[src/rtl/store_unit_pkg.sv]
// Shared encodings and the store-buffer entry layout for the MIPS
// data-memory write path. The load-side extender can reuse the size codes.
package store_unit_pkg;

  typedef enum logic [1:0] {
    SZ_BYTE = 2'b00,
    SZ_HALF = 2'b01,
    SZ_WORD = 2'b10,
    SZ_ILL  = 2'b11
  } st_size_e;

  localparam int ENTRY_ADDR_W = 32;

  // One buffered word write: aligned address, lane-replicated data, lane enables
  typedef struct packed {
    logic [ENTRY_ADDR_W-1:0] addr;
    logic [31:0]             wdata;
    logic [3:0]              be;
  } store_entry_t;

endpackage

[src/rtl/store_align.sv]
// Combinational narrowing/lane alignment of SB/SH/SW data into a 32-bit
// word write with byte enables, plus the alignment legality check.
module store_align
  import store_unit_pkg::*;
(
  input  logic [1:0]  size_i,
  input  logic [1:0]  addr_lo_i,
  input  logic [31:0] data_i,
  output logic [31:0] wdata_o,
  output logic [3:0]  be_o,
  output logic        misal_o
);

  // Replicate the narrow datum across all lanes; the enables pick the lane(s)
  always_comb begin
    wdata_o = '0;
    be_o    = '0;
    misal_o = 1'b0;
    case (st_size_e'(size_i))
      SZ_BYTE: begin
        wdata_o = {4{data_i[7:0]}};
        be_o    = 4'b0001 << addr_lo_i;
      end
      SZ_HALF: begin
        wdata_o = {2{data_i[15:0]}};
        be_o    = addr_lo_i[1] ? 4'b1100 : 4'b0011;
        misal_o = addr_lo_i[0];
      end
      SZ_WORD: begin
        wdata_o = data_i;
        be_o    = 4'b1111;
        misal_o = |addr_lo_i;
      end
      default: begin
        misal_o = 1'b1;
      end
    endcase
  end

endmodule

[src/rtl/store_unit.sv]
// Store buffer between the MEM stage and the data-memory port. Accepted
// legal stores are aligned and queued; rejected ones raise a one-cycle
// misalign pulse and record the faulting address.
module store_unit
  import store_unit_pkg::*;
#(
  parameter int DEPTH  = 2,
  parameter int ADDR_W = 32
) (
  input  logic              clk,
  input  logic              rst,
  input  logic              st_valid,
  output logic              st_ready,
  input  logic [ADDR_W-1:0] st_addr,
  input  logic [31:0]       st_data,
  input  logic [1:0]        st_size,
  output logic              misalign,
  output logic [ADDR_W-1:0] bad_addr,
  output logic              mem_req,
  input  logic              mem_ack,
  output logic [ADDR_W-1:0] mem_addr,
  output logic [31:0]       mem_wdata,
  output logic [3:0]        mem_be,
  output logic              busy
);

  localparam int PW = $clog2(DEPTH);
  localparam int CW = PW + 1;

  store_entry_t      buf_q [DEPTH];
  logic [PW-1:0]     wptr_q, wptr_d;
  logic [PW-1:0]     rptr_q, rptr_d;
  logic [CW-1:0]     count_q, count_d;
  logic              misalign_q, misalign_d;
  logic [ADDR_W-1:0] bad_addr_q, bad_addr_d;

  logic [31:0]       al_wdata;
  logic [3:0]        al_be;
  logic              al_misal;
  logic              accept, push, pop, reject;
  store_entry_t      new_entry;
  store_entry_t      head;

  store_align u_align (
    .size_i    (st_size),
    .addr_lo_i (st_addr[1:0]),
    .data_i    (st_data),
    .wdata_o   (al_wdata),
    .be_o      (al_be),
    .misal_o   (al_misal)
  );

  assign st_ready = (count_q < CW'(DEPTH));
  assign mem_req  = (count_q != '0);
  assign busy     = mem_req;
  assign misalign = misalign_q;
  assign bad_addr = bad_addr_q;

  assign accept = st_valid && st_ready;
  assign push   = accept && !al_misal;
  assign reject = accept && al_misal;
  assign pop    = mem_req && mem_ack;

  assign new_entry.addr  = ENTRY_ADDR_W'({st_addr[ADDR_W-1:2], 2'b00});
  assign new_entry.wdata = al_wdata;
  assign new_entry.be    = al_be;

  // Head entry is presented only while something is queued, so an empty
  // buffer drives zeros instead of stale slot contents
  assign head      = buf_q[rptr_q];
  assign mem_addr  = mem_req ? ADDR_W'(head.addr) : '0;
  assign mem_wdata = mem_req ? head.wdata : '0;
  assign mem_be    = mem_req ? head.be : '0;

  // Next-state for pointers, occupancy and the exception registers
  always_comb begin
    wptr_d     = push ? wptr_q + 1'b1 : wptr_q;
    rptr_d     = pop ? rptr_q + 1'b1 : rptr_q;
    count_d    = count_q;
    case ({push, pop})
      2'b10:   count_d = count_q + CW'(1);
      2'b01:   count_d = count_q - CW'(1);
      default: count_d = count_q;
    endcase
    misalign_d = reject;
    bad_addr_d = reject ? st_addr : bad_addr_q;
  end

  // Control state: reset drops every queued entry immediately
  always_ff @(posedge clk or posedge rst) begin
    if (rst) begin
      wptr_q     <= '0;
      rptr_q     <= '0;
      count_q    <= '0;
      misalign_q <= 1'b0;
      bad_addr_q <= '0;
    end else begin
      wptr_q     <= wptr_d;
      rptr_q     <= rptr_d;
      count_q    <= count_d;
      misalign_q <= misalign_d;
      bad_addr_q <= bad_addr_d;
    end
  end

  // Entry storage: written at the tail on a legal accept, never reset
  always_ff @(posedge clk) begin
    if (push) begin
      buf_q[wptr_q] <= new_entry;
    end
  end

endmodule

[config.mk]
export PLATFORM = sky130hd
export DESIGN_NAME = store_unit
export DESIGN_NICKNAME = d
export VERILOG_FILES = /design/src/rtl/store_unit_pkg.sv /design/src/rtl/store_align.sv /design/src/rtl/store_unit.sv
export SDC_FILE = /design/constraint.sdc
export NUM_CORES = 1
export LEC_CHECK = 0
export BUFFER_PORTS_ARGS = -buffer_cell sky130_fd_sc_hd__buf_2
export CAP_MARGIN = 20
export CORE_UTILIZATION = 30
export DETAILED_ROUTE_END_ITERATION = 7
export SETUP_SLACK_MARGIN = 0.3
export SYNTH_ARGS = -nofsm -noshare
export SYNTH_HDL_FRONTEND = slang
export SYNTH_SLANG_ARGS = --single-unit
[constraint.sdc]
create_clock -name clk -period 3.9 [get_ports clk]
set_input_delay 0.195 -clock clk [delete_from_list [all_inputs] [get_ports clk]]
set_output_delay 0.195 -clock clk [all_outputs]
set_load 0.02 [all_outputs]
## Word-level counts from Yosys, hierarchy flattened

Memory sizes are Yosys's and may differ from the RTL's.
Index checks and enable logic that the tools add are counted.
Widths: inputs -> output; s select.

- $add $sub $neg: 4
- Order comparisons: 1
- Equality and inequality tests: 4
- Shifts and indexed selects: 1
- Multiplexer cells: 10
- Reductions and logical operators: 9

Operator list:

| operator | count |
|---|---|
| $pmux 32 s3 | 1 |
| $mux 32 | 2 |
| $pmux 4 s3 | 1 |
| $mux 4 | 2 |
| $eq 2x1->1 const B | 2 |
| $eq 2x2->1 const B | 2 |
| $logic_and 1x1->1 | 4 |
| $pmux 2 s2 | 1 |
| $reduce_bool 2->1 | 2 |
| $shl 1x2->4 const A | 1 |
| $pmux 1 s3 | 1 |
| $add 1x1->1 const B | 2 |
| $add 2x1->2 const B | 1 |
| $logic_not 2->1 | 1 |
| $lt 2x2->1 const B | 1 |
| $mux 1 | 2 |
| $reduce_or 2->1 | 1 |
| $sub 2x1->2 const B | 1 |
| $logic_not 1->1 | 1 |

- Flip-flop bits (word level): 37
- Memory bits (writable): 132
- Output and inout bits: 104
- Memories kept: 1

Memory list:

| memory | depth | bits a word | rd ports | clocked after Yosys merged registers in | wr ports | line | RTL |
|---|---|---|---|---|---|---|---|
| buf_q | 2 | 66 | 1 | 0 | 1 | store_unit.sv:30 | `store_entry_t buf_q [DEPTH];` |

## Logic depth before layout (Yosys ltp)

Gate-level depths: netlist of the first run.

- Word-level depth: 6
- Depth in mapped cells: 7
- Mapped depth without buffers: 7

## By module

From an unflattened synthesis of the first run, not the netlist that was laid out.

- Cell total of the unflattened synthesis: 462
- Area, all modules: 7059.3 µm²

Modules (own cells, without submodules):

| module | times used | cells each | area each (µm²) | sequential area each (µm²) |
|---|---|---|---|---|
| store_unit | 1 | 374 | 6552.5 | 4889.7 |
| store_align | 1 | 88 | 506.7 | 0.0 |

## Least setup slack after synthesis of the first run

Ideal clock, no wire load.

- Path type: reg2reg
- From: register count_q[1]
- To: memory buf_q[0][0] (netlist name) (enable)
- Arrival time: 3.569 ns
- Data required time: 3.409 ns
- Setup slack: -0.160 ns
- Cell stages (with the launch flop): 4
- Path buffers: 0
- Period minus slack after synthesis: 4.060 ns
- Cell sequence: dfrtp_1 -> nand2b_1 -> o21bai_1 -> nor2_1

- Word-level cells in the longest chain between the ends: 5

RTL lines:

| element | line | RTL |
|---|---|---|
| start: declaration | store_unit.sv:33 | `logic [CW-1:0] count_q, count_d;` |
| start signal: assignment | store_unit.sv:100 | `count_q <= count_d;` |
| $lt 2x2->1 | store_unit.sv:53 | `assign st_ready = (count_q < CW'(DEPTH));` |
| $logic_and 1x1->1 | store_unit.sv:59 | `assign accept = st_valid && st_ready;` |
| $logic_and 1x1->1 | store_unit.sv:60 | `assign push = accept && !al_misal;` |
| $mux 1 | store_unit.sv:108 | `if (push) begin` |
| $mux 1 (not written as such) | store_unit.sv:109 | `buf_q[wptr_q] <= new_entry;` |
| end: declaration | store_unit.sv:30 |  |

No other way between the ends.

## Worst setup path in the final report of the first run

- From: register count_q[0]
- To: output mem_wdata[2]

- Word-level cells in the longest chain between the ends: 2

RTL lines:

| element | line | RTL |
|---|---|---|
| $reduce_bool 2->1 | store_unit.sv:54 | `assign mem_req = (count_q != '0);` |
| $mux 32 | store_unit.sv:72 | `assign mem_wdata = mem_req ? head.wdata : '0;` |
| end: declaration | store_unit.sv:22 | `output logic [31:0] mem_wdata,` |

No other way between the ends.

==> summary.txt, run 1 <==
Cells and area
  – FF/Latch Area: ~4900 um2
  – Area occupied by multi-input gates: 1940 um2
  – Fin nets: approximately 740
  – Synth-to-layout area growth: 28.9%
  – Share of layout cells above drive strength 1: 35.9%
  – # fillers: between 2000 and 2500

Worst setup path
  – R2R cell count: 4
  – Setup CP Type: reg2out
  – Crit-path leading delay family: simple AND/OR/NAND/NOR gates
  – Stages on the worst setup path: 4
  – Critical path launch point type: flop
  – CP endpoint: mem_wdata[2]
  – Worst setup EP type: output port
  – Worst stage delay on the critical path: between 0.7 and 0.8 ns
  – Setup crit start: count_q[0]$_DFFE_PP0P_
  – Worst EP required: approximately 3.7 ns
  – R2R Setup Slk: roughly 1.6 ns
  – Slowest CP cell: nor2_4
  – Worst Path Arrival: between 2 and 2.5 ns
  – Crit Path Max Fanout: 35
  – Reg2reg end: buf_q[1][64]$_DFFE_PP_
  – Worst Path Buf+Inv: 2
  – Cell breakdown of the critical path: nor2_4 -> buf_4 -> nor2_1 -> buf_2
  – RR Startpoint: count_q[1]$_DFFE_PP0P_

Drt
  – Detailed Route Iter0 Violations: between 150 and 200
  – Detail Route Antenna Nets: 0
  – Via count: about 4400
  – Routed len/inst: ~16 um
  – First-pass iteration count of the detailed router: 4
  – Vias/cell: 4.39
  – Total Wirelength: 15.9 mm
  – Number of remaining DRC errors: 0

Pwr
  – Internal power: ~4300 uW
  – Maximum vdd drop: between 0.0004 and 0.0005 V
  – Switch share: between 30 and 40%
  – Power density over cell area: around 740 nW/um2
  – Sequential share of power: between 30% and 40%
  – Switching power: roughly 2500 uW
  – Clk pwr share: around a quarter
  – Comb power frac: a little under two fifths
  – P_leak: roughly 0.004 uW
  – Power Total: between 6000 and 7000 uW

Synthesis
  – Ys Warns: 0
  – Unique masters post-synth: 29
  – Synth area leaders: edfxtp_1 56%, dfrtp_1 13%, mux2i_1 11%
  – Synth area leader: edfxtp_1
  – Synthesis-stage register bit count: approximately 170
  – Synthesized cell area: around 7100 um2
  – Post-Syn Area per Cell: 15.1 um2
  – Post-synthesis sequential area ratio: just under 70%
  – Top cell type's share of synthesized area: between 50% and 60%
  – Post-synthesis cell count: approximately 470

Clocking
  – Root buffer cell: clkbuf_16
  – Clk sink count: between 150 and 200
  – Post-CTS Resized: 0
  – CTS tree: built
  – # Post-CTS Setup Buffers: 0
  – Worst-path clk slew: 0.06 ns
  – Max clock buf depth: 2
  – H-tree depth: 4
  – Worst skew pair latency: between 0.4 and 0.5 ns
  – CTS hold repair buffers: 31
  – Num CTS Buffers: 17

Timing
  – Setup WS post-layout: 1.32 ns
  – Period Utilization, post-route: 66.1%
  – RSZ-0062 raised after global routing: false
  – Slew of the pin with the lowest slew margin: between 1 and 1.5 ns
  – Rel. slew slack: 32.0%
  – Clock Skew: 0.00498 ns
  – Peak Freq: 388 MHz
  – Setup TNS: 0 ns
  – Slew Viols, Final: 0
  – Min Hold Slack: ~0.077 ns
  – Min Clock Period, post-route: 2.58 ns
  – Final setup vio count: 0
  – Final hold violations: 0

Floorplan
  – Floorplan core area: roughly 23000 um2
  – Site Rows: 55
  – I/O pin total: 174
  – Initial Util: a little under a third
  – Die Y: between 150 and 200 um
  – Die area: roughly 24000 um2
  – Die span in x: 155 um

Global routing
  – Grt ovf: 0
  – Vias in the first global route: around 4300
  – GRT Total Usage: ~14%
  – Global-route wire length before repair: between 20 and 25 mm
  – Largest net degree at the start of global routing: 67
  – Initial antenna violation count: 1

Placed design
  – Hpwl dp: between 10 and 15 mm
  – Final RePlAce weighted congestion: 0.786
  – Setup WS pre-CTS: between 1 and 1.5 ns
  – # port buffers: between 150 and 200

Run status
  – Status: complete, no violations

Min path
  – Worst hold path type: in2reg

Job
  – Total of max-cap violations: 0
==> cells in the mapped netlist, drive strengths merged <==
cell type,number
edfxtp,132
nor2,79
mux2i,76
dfrtp,37
mux2,30
buf,19
a21o,16
inv,15
a21oi,14
clkbuf,13
o21ai,12
nand2,8
xnor2,4
o31ai,3
and2,1
conb,1
ha,1
nand2b,1
nor2b,1
nor3,1
o21bai,1
or2b,1
or3,1
xor2,1
==> power by group through the flow <==
stage	sequential [uW]	clock [uW]	combinational (uW)
after detailed placement	2560	0	2580
after global routing	2570	1800	2760
after global placement	2570	0	2570
after CTS	2540	1730	2610
final	2530	1690	2550
after floorplan	2660	0	1610
==> sequential cells by signal (all words and copies together) (netlist names) <==
signal	flops
wptr_q	1
bad_addr	32
rptr_q	1
misalign	1
buf_q	132
count_q	2
==> area by class of cell <==
type	instances	area share, %
inverters	15	0.618
diodes	1	0.0275
multi-input cells	253	21.3
repair buffers	210	13.5
clock buffers	21	4.94
flip-flops and latches	169	53.7
clock inverters	11	1.59
well taps	313	4.30
==> worst min-delay path by stage <==
| stage | start | end | slack [ns] | depth (start not counted) |
|---|---|---|---|---|
| after floorplan | st_addr[2] | buf_q[0][36]$_DFFE_PP_ | 0.29 | 0 |
| after global placement | rst | bad_addr[7]$_DFFE_PP0P_ | 0.34 | 3 |
| after detailed placement | rst | bad_addr[11]$_DFFE_PP0P_ | 0.33 | 3 |
| after CTS | st_data[30] | buf_q[0][34]$_DFFE_PP_ | 0.05 | 2 |
| after global routing | st_data[30] | buf_q[0][34]$_DFFE_PP_ | 0.06 | 2 |
| final | st_data[30] | buf_q[0][34]$_DFFE_PP_ | 0.08 | 2 |
==> metal layers <==
metal	track usage, %	routed length (um)
met1	17.3	7030
met5	0	0
met4	3.87	171
met3	5.65	1490
met2	21.1	7240
==> per-stage QoR <==
| step | std cells | util [%] | instance area (um2) |
|---|---|---|---|
| after floorplan | 469 | - | 7070 |
| after CTS | 992 | 39.9 | 9110 |
| after global placement | 929 | 35.9 | 8200 |
| after detailed placement | 929 | 35.9 | 8200 |
| final | 993 | 39.9 | 9110 |
| after global routing | 992 | 39.9 | 9110 |
==> cell families after synthesis <==
family                   count (synthesis)  share of synthesized area, %
buffers and inverters                   47                          3.70
adder cells (fa/ha/maj)                  1                         0.177
XOR/XNOR                                 5                         0.620
AO/OA/AOI/OAI                           46                          3.97
AND/OR/NAND/NOR                         93                          5.22
flip-flops                             169                          69.2
other                                    1                        0.0531
multiplexers                           106                          17.1
==> placed cells by master, fill, tap and decap left out, drive strengths merged, types with 2 or more instances in the layout <==
cell type,n
a21o,16
a21oi,14
buf,179
bufinv,3
clkbuf,21
clkinv,6
conb,2
dfrtp,37
dlygate4sd3,31
edfxtp,132
inv,16
mux2,30
mux2i,76
nand2,8
nor2,79
o21ai,12
o31ai,3
xnor2,4
==> worst register-to-register path, stage by stage (launching register included) <==
cell	delay, ns
dfrtp_1	0.41
nand2b_1	0.23
o21bai_1	0.32
nor2_4	0.13
buf_4	0.74
Note: power is estimated with default switching activity, not from simulation.
==> inputs of run 2 (changes only) <==
ABC_AREA = 1   (was default)
clock period = 2.2 ns   (was 3.9 ns; I/O delays follow)
==> run 2 against run 1 <==
Critical path depth is 1 higher. Setup slack worse by 0.94 ns. Combinational power is 100% higher. Die area is 3.0% lower. Synthesized area is 3.1% lower.
==> summary.txt, run 2 <==
Run status
  – Status: complete, no violations

Synthesis
  – Post-synthesis sequential area ratio: a little under three quarters
  – Top post-synthesis cells by count: 241 x nand2_1, 132 x edfxtp_1, 67 x a21oi_1
  – Synth area leader: edfxtp_1
  – Synthesized cell area: 6850 um2
  – Number of synthesized flops with an enable pin: roughly 130
  – Unique masters post-synth: 20
  – Ys flop type: edfxtp_1
  – Post-synthesis cell count: 626
  – Top cell type's share of synthesized area: about 58%
  – Post-Syn Area per Cell: around 11 um2
  – Post-synth ARST share: between 20 and 25%
  – Synth area leaders: edfxtp_1 58%, dfrtp_1 14%, nand2_1 13%
  – Ys Warns: 0
  – Count leader, synth: nand2_1
  – Synthesis-stage register bit count: 169

Drt
  – First-pass iteration count of the detailed router: 4
  – Routed length on met2: between 9 and 10 mm
  – Routed len/inst: between 15 and 20 um
  – Via count: around 5200
  – Vias/cell: about 4.6
  – Met3 WL post-DR: approximately 870 um
  – Number of remaining DRC errors: 0
  – Detailed Route Iter0 Violations: ~340
  – M1 WL: approximately 8 mm
  – Detail Route Antenna Nets: 0
  – Total Wirelength: between 15 and 20 mm
  – Top layer in use: met4

Floorplan
  – Die span in x: between 150 and 200 um
  – Site Rows: 54
  – Initial Util: 31.0%
  – Die area: between 20000 and 25000 um2
  – I/O pin total: about 170
  – Floorplan core area: 22100 um2
  – Die Y: about 150 um

Timing
  – Peak Freq: 549 MHz
  – Min Clock Period, post-route: 1.82 ns
  – Slew of the pin with the lowest slew margin: 0.865 ns
  – Clock Skew: roughly 0.012 ns
  – Period Utilization, post-route: ~83%
  – Rel. slew slack: between 40% and 50%
  – Setup TNS: 0 ns
  – Final setup vio count: 0
  – Slew Viols, Final: 0
  – Final hold violations: 0
  – RSZ-0062 raised after global routing: true

Worst setup path
  – Setup CP Type: reg2out
  – Slowest CP cell: dfrtp_4
  – Worst setup EP type: output port
  – Crit-path leading delay family: buffers and inverters
  – Worst Path Buf+Inv: 3
  – Cell breakdown of the critical path: inv_4 -> bufbuf_16 -> nand2_1 -> a21oi_1 -> buf_2
  – Worst stage delay on the critical path: approximately 0.51 ns
  – Critical path launch point type: flop
  – Worst Path Arrival: about 1.7 ns
  – Worst EP required: between 2 and 2.5 ns
  – Crit Path Max Fanout: 18
  – Stages on the worst setup path: 5
  – R2R cell count: 4

Clocking
  – CTS tree: built
  – Max clock buf depth: 2
  – Root buffer cell: clkbuf_16
  – Worst-path clk slew: roughly 0.070 ns
  – Num CTS Buffers: 17
  – Worst skew pair latency: ~0.42 ns
  – Clk sink count: 169
  – H-tree depth: 4

Min path
  – Worst hold path type: in2reg
  – WHS Path Cells: 3

Cells and area
  – Final instance area: 9160 um2
  – Highest-count cells in the layout ignoring fill and taps: 241 x nand2_1, 157 x buf_2, 132 x edfxtp_1
  – Fin nets: 906
  – Final core utilization: a little over 40%
  – Largest Register: buf_q
  – # fillers: 2076
  – Synth-to-layout area growth: 33.7%
  – Share of layout cells above drive strength 1: roughly 28%
  – Most common cell after layout, fill and taps aside: nand2_1
  – FF/Latch Area: 4890 um2
  – Area occupied by multi-input gates: 1740 um2
  – Finished Layout Cells: 1128
  – Number of flip-flops in the largest register: roughly 130
  – # diodes: 0

Placed design
  – Hpwl dp: roughly 12 mm
  – # port buffers: roughly 170
  – Final RePlAce weighted congestion: 0.826
  – Post-place instance area: around 8100 um2
  – # placed instances: about 1100

Job
  – Total of max-cap violations: 0

Global routing
  – Grt ovf: 0
  – Largest net degree at the start of global routing: 68
  – GRT Total Usage: 16.4%
  – Vias in the first global route: slightly above 5000
  – Global-route wire length before repair: slightly below 30 mm
  – Initial antenna violation count: 0

Pwr
  – Maximum vdd drop: between 0.0005 and 0.0006 V
  – Power density over cell area: roughly 1400 nW/um2
  – P_leak: between 0.003 and 0.004 uW
-- run 2: cell types whose count changed after synthesis, moves of 4 or more --
cell,previous run,this run
nand2_1,8,241
mux2i_1,76,0
nor2_1,79,16
a21oi_1,14,67
nand3_1,0,49
mux2_4,29,0
a21o_1,16,0
buf_2,8,17
inv_1,15,22
nand2_2,0,4
-- run 2: per-layer routing --
metal / up-vias / GRT usage [%]
met5: - / 0
met4: 0 / 5.34
met3: 14 / 3.91
met2: 135 / 28.0
met1: 2483 / 20.2
li1: 2522 / -
-- run 2: where the power goes --
part / leakage (uW) / switching (uW) / internal (uW)
registers: 0.00166 / 246 / 4020
logic: 0.00204 / 3430 / 1690
clock network: 0.000270 / 1200 / 1780
total: 0.00397 / 4870 / 7490
-- run 2: worst paths after layout --
path                       slack, ns                     start                       end
setup / recovery                0.38        rptr_q$_DFFE_PP0P_             mem_wdata[24]
hold / removal                  0.01                st_addr[0]   bad_addr[0]$_DFFE_PP0P_
setup reg to reg                0.50    count_q[1]$_DFFE_PP0P_    buf_q[0][57]$_DFFE_PP_
hold reg to reg                 0.47  bad_addr[19]$_DFFE_PP0P_  bad_addr[19]$_DFFE_PP0P_
max in group asynchronous       1.14                       rst        rptr_q$_DFFE_PP0P_
min in group asynchronous       0.43                       rst   bad_addr[3]$_DFFE_PP0P_
-- run 2: stage by stage --
stage          power (uW)  hold slack, ns  worst slack (ns)
6_report            12400          0.0132             0.379
5_1_grt             13100          0.0186             0.270
4_1_cts             12400         0.00183             0.302
3_5_place_dp         9150           0.323             0.360
3_3_place_gp         9110           0.320             0.407
2_1_floorplan        7300           0.209            0.0686
-- run 2: cell families after synthesis --
group                      count (synthesis)  share of synthesized area [%]
and+or+nand+nor                          313                           18.3
DFF                                      169                           71.4
AOI/OAI and AO/OA                         80                           5.84
buffers and inverters                     59                           3.87
xor gates and xnor gates                   3                          0.384
adders and majority gates                  1                          0.183
other                                      1                         0.0547
-- run 2: final cells by class --
class / instances / share of cell area [%]
Sequential cell: 169 / 53.4
Multi-Input combinational cell: 399 / 19.0
Timing Repair Buffer: 225 / 16.4
Clock buffer: 20 / 4.77
Tap cell: 280 / 3.83
Clock inverter: 12 / 1.63
Inverter: 23 / 1.01
-- run 2: what timing repair did --
item                                    in CTS  in global routing
setup buffers                                5                  0
gates cloned                                 1                  0
endpoints found under the setup margin      66                144
endpoints found under the hold margin      132                  0
hold buffers                                34                  0
gates resized for setup                      5                 20
-- run 2: worst reg2reg max path: cells and delay by family (launching register included) --
kind	cells	cell delay, ns
buffers and inverters	2	0.57
and+or+nand+nor	2	0.36
DFF	1	0.44
